### config.mk
export PLATFORM = sky130hd
export DESIGN_NAME = seq_read_stage
export DESIGN_NICKNAME = d
export VERILOG_FILES = /design/src/rtl/seq_read_stage_pkg.sv /design/src/rtl/seq_read_stage_pipeline_register.sv /design/src/rtl/seq_read_stage.sv
export SDC_FILE = /design/constraint.sdc
export NUM_CORES = 1
export LEC_CHECK = 0
export ABC_AREA = 1
export CAP_MARGIN = 25
export CELL_PAD_IN_SITES_DETAIL_PLACEMENT = 0
export CELL_PAD_IN_SITES_GLOBAL_PLACEMENT = 1
export CORE_ASPECT_RATIO = 0.5
export CORE_MARGIN = 10
export CORE_UTILIZATION = 30
export DETAILED_ROUTE_END_ITERATION = 10
export DONT_BUFFER_PORTS = 1
export HOLD_SLACK_MARGIN = 0.06
export PLACE_DENSITY_LB_ADDON = 0.1
export SLEW_MARGIN = 10
export SYNTH_ARGS = -nofsm -noshare
export SYNTH_HDL_FRONTEND = slang
export SYNTH_SLANG_ARGS = --single-unit
### constraint.sdc
create_clock -name i_clk -period 1.2 [get_ports i_clk]
set_input_delay 0.06 -clock i_clk [delete_from_list [all_inputs] [get_ports i_clk]]
set_output_delay 0.06 -clock i_clk [all_outputs]
set_load 0.005 [all_outputs]
### src/rtl/seq_read_stage_pkg.sv
// Shared definitions for the read stage: instruction field layout,
// opcode encodings and the read-stage FSM state encodings.
// Optional feature macro used by the stage: READ_STAGE_PERF_CNT_EN.
package seq_read_stage_pkg;

   // Instruction word layout: 16-bit word with the opcode in the top five bits
   localparam int INSTR_SIZE  = 16;
   localparam int OPCODE_SIZE = 5;
   localparam int OPCODE_MSB  = 15;
   localparam int OPCODE_LSB  = 11;

   // Opcodes the read stage and its neighbours care about
   localparam logic [OPCODE_SIZE-1:0] OPCODE_LOAD = 5'h08;
   localparam logic [OPCODE_SIZE-1:0] OPCODE_HALT = 5'h1F;

   // Full NOP instruction word, used for bubbles and as the reset value
   localparam logic [INSTR_SIZE-1:0] INSTR_NOP = 16'h0000;

   // Read-stage FSM state encodings
   localparam logic [1:0] READ_STATE_RUN   = 2'd0;
   localparam logic [1:0] READ_STATE_STALL = 2'd1;
   localparam logic [1:0] READ_STATE_HALT  = 2'd2;

   // Extract the opcode field of an instruction word
   function automatic logic [OPCODE_SIZE-1:0] opcode_of(input logic [INSTR_SIZE-1:0] instruction);
      return instruction[OPCODE_MSB:OPCODE_LSB];
   endfunction

   // True when the instruction stops the program
   function automatic logic is_halt(input logic [INSTR_SIZE-1:0] instruction);
      return opcode_of(instruction) == OPCODE_HALT;
   endfunction

   // True when the instruction reads data memory (used by the load-use logic)
   function automatic logic is_load(input logic [INSTR_SIZE-1:0] instruction);
      return opcode_of(instruction) == OPCODE_LOAD;
   endfunction

endpackage

### src/rtl/seq_read_stage_pipeline_register.sv
// seq_pipeline_register: a width-parameterised pipeline register with a
// synchronous reset value and a load enable; when the enable is low the
// register holds its contents.
// Optional feature macro of the enclosing stage: READ_STAGE_PERF_CNT_EN (not used here).
module seq_pipeline_register #(
   parameter int                   DATA_SIZE   = 32,
   parameter logic [DATA_SIZE-1:0] RESET_VALUE = '0
) (
   input  logic                 clk,
   input  logic                 rst,
   input  logic                 enable,
   input  logic [DATA_SIZE-1:0] d,
   output logic [DATA_SIZE-1:0] q
);

   // Reset wins over enable; otherwise load when enabled, else hold
   always_ff @(posedge clk) begin
      if (rst) begin
         q <= RESET_VALUE;
      end else if (enable) begin
         q <= d;
      end
   end

endmodule

### src/rtl/seq_read_stage.sv
// seq_read_stage: pipeline register between instruction fetch and execute.
// Captures the fetched instruction together with its already-forwarded
// operands and load-use override flags, inserts bubbles when fetch has
// nothing to offer, holds everything while execute stalls, and parks in a
// terminal halt state once a HALT instruction has been issued.
// Optional feature macro: READ_STAGE_PERF_CNT_EN adds a saturating 16-bit
// bubble counter on o_bubble_count.
module seq_read_stage
   import seq_read_stage_pkg::*;
#(
   parameter int ADDRESS_SIZE = 10,
   parameter int DATA_SIZE    = 32
) (
   input  logic                  i_clk,
   input  logic                  i_rst,
   input  logic [INSTR_SIZE-1:0] i_instruction,
   input  logic                  i_valid,
   output logic                  o_ready,
   input  logic                  i_stall,
   input  logic [DATA_SIZE-1:0]  i_operand1,
   input  logic [DATA_SIZE-1:0]  i_operand2,
   input  logic                  i_read_operand1,
   input  logic                  i_read_operand2,
   output logic [INSTR_SIZE-1:0] o_instruction,
   output logic [DATA_SIZE-1:0]  o_operand1,
   output logic [DATA_SIZE-1:0]  o_operand2,
   output logic                  o_read_operand1,
   output logic                  o_read_operand2,
   output logic                  o_halted
`ifdef READ_STAGE_PERF_CNT_EN
   ,
   output logic [15:0]           o_bubble_count
`endif
);

   // The memory address width only matters to neighbouring blocks; a
   // degenerate value is left without any elaborated logic.
   if (ADDRESS_SIZE < 1) begin : g_invalid_address_size
   end

   logic [1:0]            state;
   logic [1:0]            state_next;
   logic                  in_halt;
   logic                  issue;
   logic                  load_enable;
   logic [INSTR_SIZE-1:0] instruction_d;
   logic [DATA_SIZE-1:0]  operand1_d;
   logic [DATA_SIZE-1:0]  operand2_d;
   logic                  read_operand1_d;
   logic                  read_operand2_d;

   assign in_halt     = (state == READ_STATE_HALT);
   assign issue       = !in_halt && i_valid;
   assign load_enable = !i_stall;

   // Fetch may hand over an instruction only when execute is not stalling,
   // the program has not halted and the stage is out of reset.
   assign o_ready = !i_stall && !in_halt && !i_rst;

   // Select the payload for the pipeline registers: a real instruction when
   // one is issued, otherwise a NOP bubble with cleared operands and flags
   always_comb begin
      instruction_d   = INSTR_NOP;
      operand1_d      = '0;
      operand2_d      = '0;
      read_operand1_d = 1'b0;
      read_operand2_d = 1'b0;
      if (issue) begin
         instruction_d   = i_instruction;
         operand1_d      = i_operand1;
         operand2_d      = i_operand2;
         read_operand1_d = i_read_operand1;
         read_operand2_d = i_read_operand2;
      end
   end

   // Next-state logic: halt is terminal, a stall parks in STALL, an issued
   // HALT instruction enters HALT, anything else runs
   always_comb begin
      state_next = state;
      if (in_halt) begin
         state_next = READ_STATE_HALT;
      end else if (i_stall) begin
         state_next = READ_STATE_STALL;
      end else if (issue && is_halt(i_instruction)) begin
         state_next = READ_STATE_HALT;
      end else begin
         state_next = READ_STATE_RUN;
      end
   end

   // State register; reset always returns to RUN
   always_ff @(posedge i_clk) begin
      if (i_rst) begin
         state <= READ_STATE_RUN;
      end else begin
         state <= state_next;
      end
   end

   // Halted flag rises one edge after the HALT instruction reached execute
   always_ff @(posedge i_clk) begin
      if (i_rst) begin
         o_halted <= 1'b0;
      end else if (in_halt) begin
         o_halted <= 1'b1;
      end
   end

   seq_pipeline_register #(
      .DATA_SIZE   (INSTR_SIZE),
      .RESET_VALUE (INSTR_NOP)
   ) u_instruction_reg (
      .clk    (i_clk),
      .rst    (i_rst),
      .enable (load_enable),
      .d      (instruction_d),
      .q      (o_instruction)
   );

   seq_pipeline_register #(
      .DATA_SIZE   (DATA_SIZE),
      .RESET_VALUE ('0)
   ) u_operand1_reg (
      .clk    (i_clk),
      .rst    (i_rst),
      .enable (load_enable),
      .d      (operand1_d),
      .q      (o_operand1)
   );

   seq_pipeline_register #(
      .DATA_SIZE   (DATA_SIZE),
      .RESET_VALUE ('0)
   ) u_operand2_reg (
      .clk    (i_clk),
      .rst    (i_rst),
      .enable (load_enable),
      .d      (operand2_d),
      .q      (o_operand2)
   );

   seq_pipeline_register #(
      .DATA_SIZE   (1),
      .RESET_VALUE (1'b0)
   ) u_read_operand1_reg (
      .clk    (i_clk),
      .rst    (i_rst),
      .enable (load_enable),
      .d      (read_operand1_d),
      .q      (o_read_operand1)
   );

   seq_pipeline_register #(
      .DATA_SIZE   (1),
      .RESET_VALUE (1'b0)
   ) u_read_operand2_reg (
      .clk    (i_clk),
      .rst    (i_rst),
      .enable (load_enable),
      .d      (read_operand2_d),
      .q      (o_read_operand2)
   );

`ifdef READ_STAGE_PERF_CNT_EN
   logic bubble_insert;

   assign bubble_insert = load_enable && !issue;

   // Count every edge that pushes a bubble to execute, saturating at all ones
   always_ff @(posedge i_clk) begin
      if (i_rst) begin
         o_bubble_count <= '0;
      end else if (bubble_insert && (o_bubble_count != 16'hFFFF)) begin
         o_bubble_count <= o_bubble_count + 16'd1;
      end
   end
`endif

endmodule

==> flow_summary_export.csv <==
group,metric,value,unit
clock_network,number_of_buffers_created_by_cts,9,
sta,max_freq,834,MHz
floorplanning,top_level_ports,170,
clock_network,cts_num_sinks,85,
sta,max_slew_margin,0.797,
routing,postRouteAntennaNets,0,
clock_network,path_clk_slew,0.06,ns
placed_design,place.gp.congestion,0.690,
sta,timing_hold_violations_final,0,
routing,drt_drc_violations_left,0,
power_and_ir_drop,power.density_cell_area,1380,nW/µm²
worst_setup_path,critical_path.endpoint_type,"flip-flop",
sta,whs,0.108,ns
sta,setup_ws,0.000916,ns
yosys,post_syn_nets,469,
layout,most-common-layout-cells,"dlygate4sd3_1, dfxtp_1, nand2_2, a21oi_2, o21ai_0",
floorplanning,overall_die_width,176,µm
yosys,synthCells,383,
layout,antennaDiodeCount,0,
worst_setup_path,critPathLaunchType,"primary input",
floorplanning,placementRows,28,
hold_path,hold_path.class,"primary input to flip-flop",
yosys,syn-cell-area,3640,µm²
sta,slew_viol_final,0,
clock_network,h_tree_levels,3,
routing,finalWirelength,11700,µm
routing,post_drt_via_cell_ratio,4.70,
clock_network,clock_tree.root_cell,"clkbuf_16",
yosys,synth.top_cells.by_area,"dfxtp_1, a21oi_2, nand2_2, o21ai_0, buf_12",
routing,dr_total_vias,2986,
yosys,yosysSeqAreaShare,0.468,
worst_setup_path,timing.critical_path.arrival,1.41,ns
worst_setup_path,required,1.41,ns
floorplanning,die_height,97.8,µm
sta,tns,0,ns
sta,worst_slew_pin_slew,0.304,ns
power_and_ir_drop,total_leakage_power,1.85,nW
global_routing,global_route.usage.total,0.116,
layout,area_delta_synth_final,41.2,%
layout,layout-drive-gt1-share,0.394,
yosys,avgSynthCellArea,9.49,µm²
worst_setup_path,timing_worst_setup_path_type,"primary input to flip-flop",
global_routing,vias_in_the_first_global_route,2944,
clock_network,clk-insertion-delay-late,0.33,ns
clock_network,cts.path.max_buffers,2,
sta,layout_worst_path_cycle_share,0.999,
yosys,netlist-cell-type-count,17,
clock_network,cts_tree,"yes",
sta,post-route-min-period,1.20,ns
worst_setup_path,critical_path.max_fanout,31,
routing,drt-pass1-iter-count,4,
yosys,post-synth-top-area-cell,"dfxtp_1",
routing,routed_wire_per_std_cell,18.4,µm
global_routing,gr-total-overflow,0,
yosys,synth_largest_type_area_fraction,0.468,
floorplanning,fp.dieArea,17200,µm²
yosys,yosys_register_bits,85,
placed_design,placement.setup.worst_slack,0.00436,ns
placed_design,place.detailed.hpwl,7100,µm
run,drv_cap,0,
floorplanning,initial_core_util,0.307,
outcome,outcome,"finished clean",
global_routing,antenna_violations_before_repair,0,
yosys,yosys_warnings,0,
global_routing,grt_pass1_wl,16200,µm
routing,first_iter_violations,104,
power_and_ir_drop,vdd_ir_drop_max,0.563,mV
sta,clock-skew-final,0.00580,ns
floorplanning,fp.coreArea,11800,µm²
sta,setup_repair_after_global_routing_missed_its_margin,"true",
global_routing,grt_start_max_net_pins,47,
sta,setup_viol_count_final,0,
layout,nets,551,
placed_design,port_buffers,0,
## critical path, cell delays in order
cell           delay (ns)
dlygate4sd3_1        0.61
bufinv_16            0.25
buf_12               0.19
o21ai_0              0.25
a21oi_2              0.04
## registers in the layout, indices dropped and copies added (netlist names)
signal and count:
u_operand2_reg.q 32, u_instruction_reg.q 16, u_read_operand2_reg.q 1, o_halted 1, u_read_operand1_reg.q 1, u_operand1_reg.q 32
state 2
## metrics by stage
step	cells	utilization	power [mW]	area [µm²]
final	635	0.434	7.07	5130
after global placement	526	0.315	3.81	3730
after floorplan	383	-	3.71	3640
after detailed placement	526	0.315	3.84	3730
after global routing	635	0.434	7.41	5130
after CTS	626	0.413	7.08	4880
## where the power goes
part | switching (mW) | internal [mW]
Sequential | 0.150 | 3.00
Combinational | 0.500 | 0.492
Clock | 1.11 | 1.82
## layout make-up
type,instances,area (µm²)
Timing Repair Buffer,105,1210
Clock buffer,10,229
Sequential cell,85,1700
Inverter,6,48.8
Tap cell,165,206
Clock inverter,6,87.6
Multi-Input combinational cell,258,1650
Fill cell,1171,6710
## Yosys cell counts
cell       n
dfxtp_1   85
a21oi_2   70
nand2_2   70
o21ai_0   70
nand2_1   17
clkbuf_1  15
a21oi_1   14
o21ai_1   11
buf_12     8
buf_4      6
buf_2      4
nor2_1     4
inv_1      3
inv_2      3
a21oi_4    1
buf_1      1
nand3_1    1
## cell families (layout without fill, tap and decap cells)
kind of cell / after synthesis / in the layout / share of synthesized area
AOI/OAI and AO/OA: 166 / 166 / 0.304
and+or+nand+nor: 92 / 92 / 0.143
DFF: 85 / 85 / 0.468
buffers and inverters: 40 / 127 / 0.0846
## timing repair
action / CTS / global route
gates resized for setup: 0 / 16
endpoints found under the setup margin: 2 / 79
pin swaps: 0 / 2
hold endpoints to repair: 84 / 0
hold buffers: 84 / 0
buffers inserted: 0 / 1
cloned: 0 / 8
## final timing paths
kind	from	endpoint	slack [ns]	depth (start not counted)
worst max-delay path	i_stall	u_operand1_reg.q[6]$_SDFFE_PP0N_	0.0009	5
worst min-delay path	i_rst	u_instruction_reg.q[5]$_SDFFE_PP0N_	0.11	4
worst max register to register	state[0]$_SDFF_PP0_	u_instruction_reg.q[15]$_SDFFE_PP0N_	0.02	6
worst min register to register	o_halted$_SDFFE_PP0P_	o_halted$_SDFFE_PP0P_	0.50	2
## metal layers
metal / share of wire / GRT usage / vias up
li1: - / - / 1453
met1: 0.42 / 0.121 / 1415
met2: 0.48 / 0.202 / 112
met3: 0.093 / 0.0607 / 6
met4: 0.0066 / 0.0330 / 0
met5: 0 / 0 / -
No activity file was read; power rests on OpenSTA's default activity.
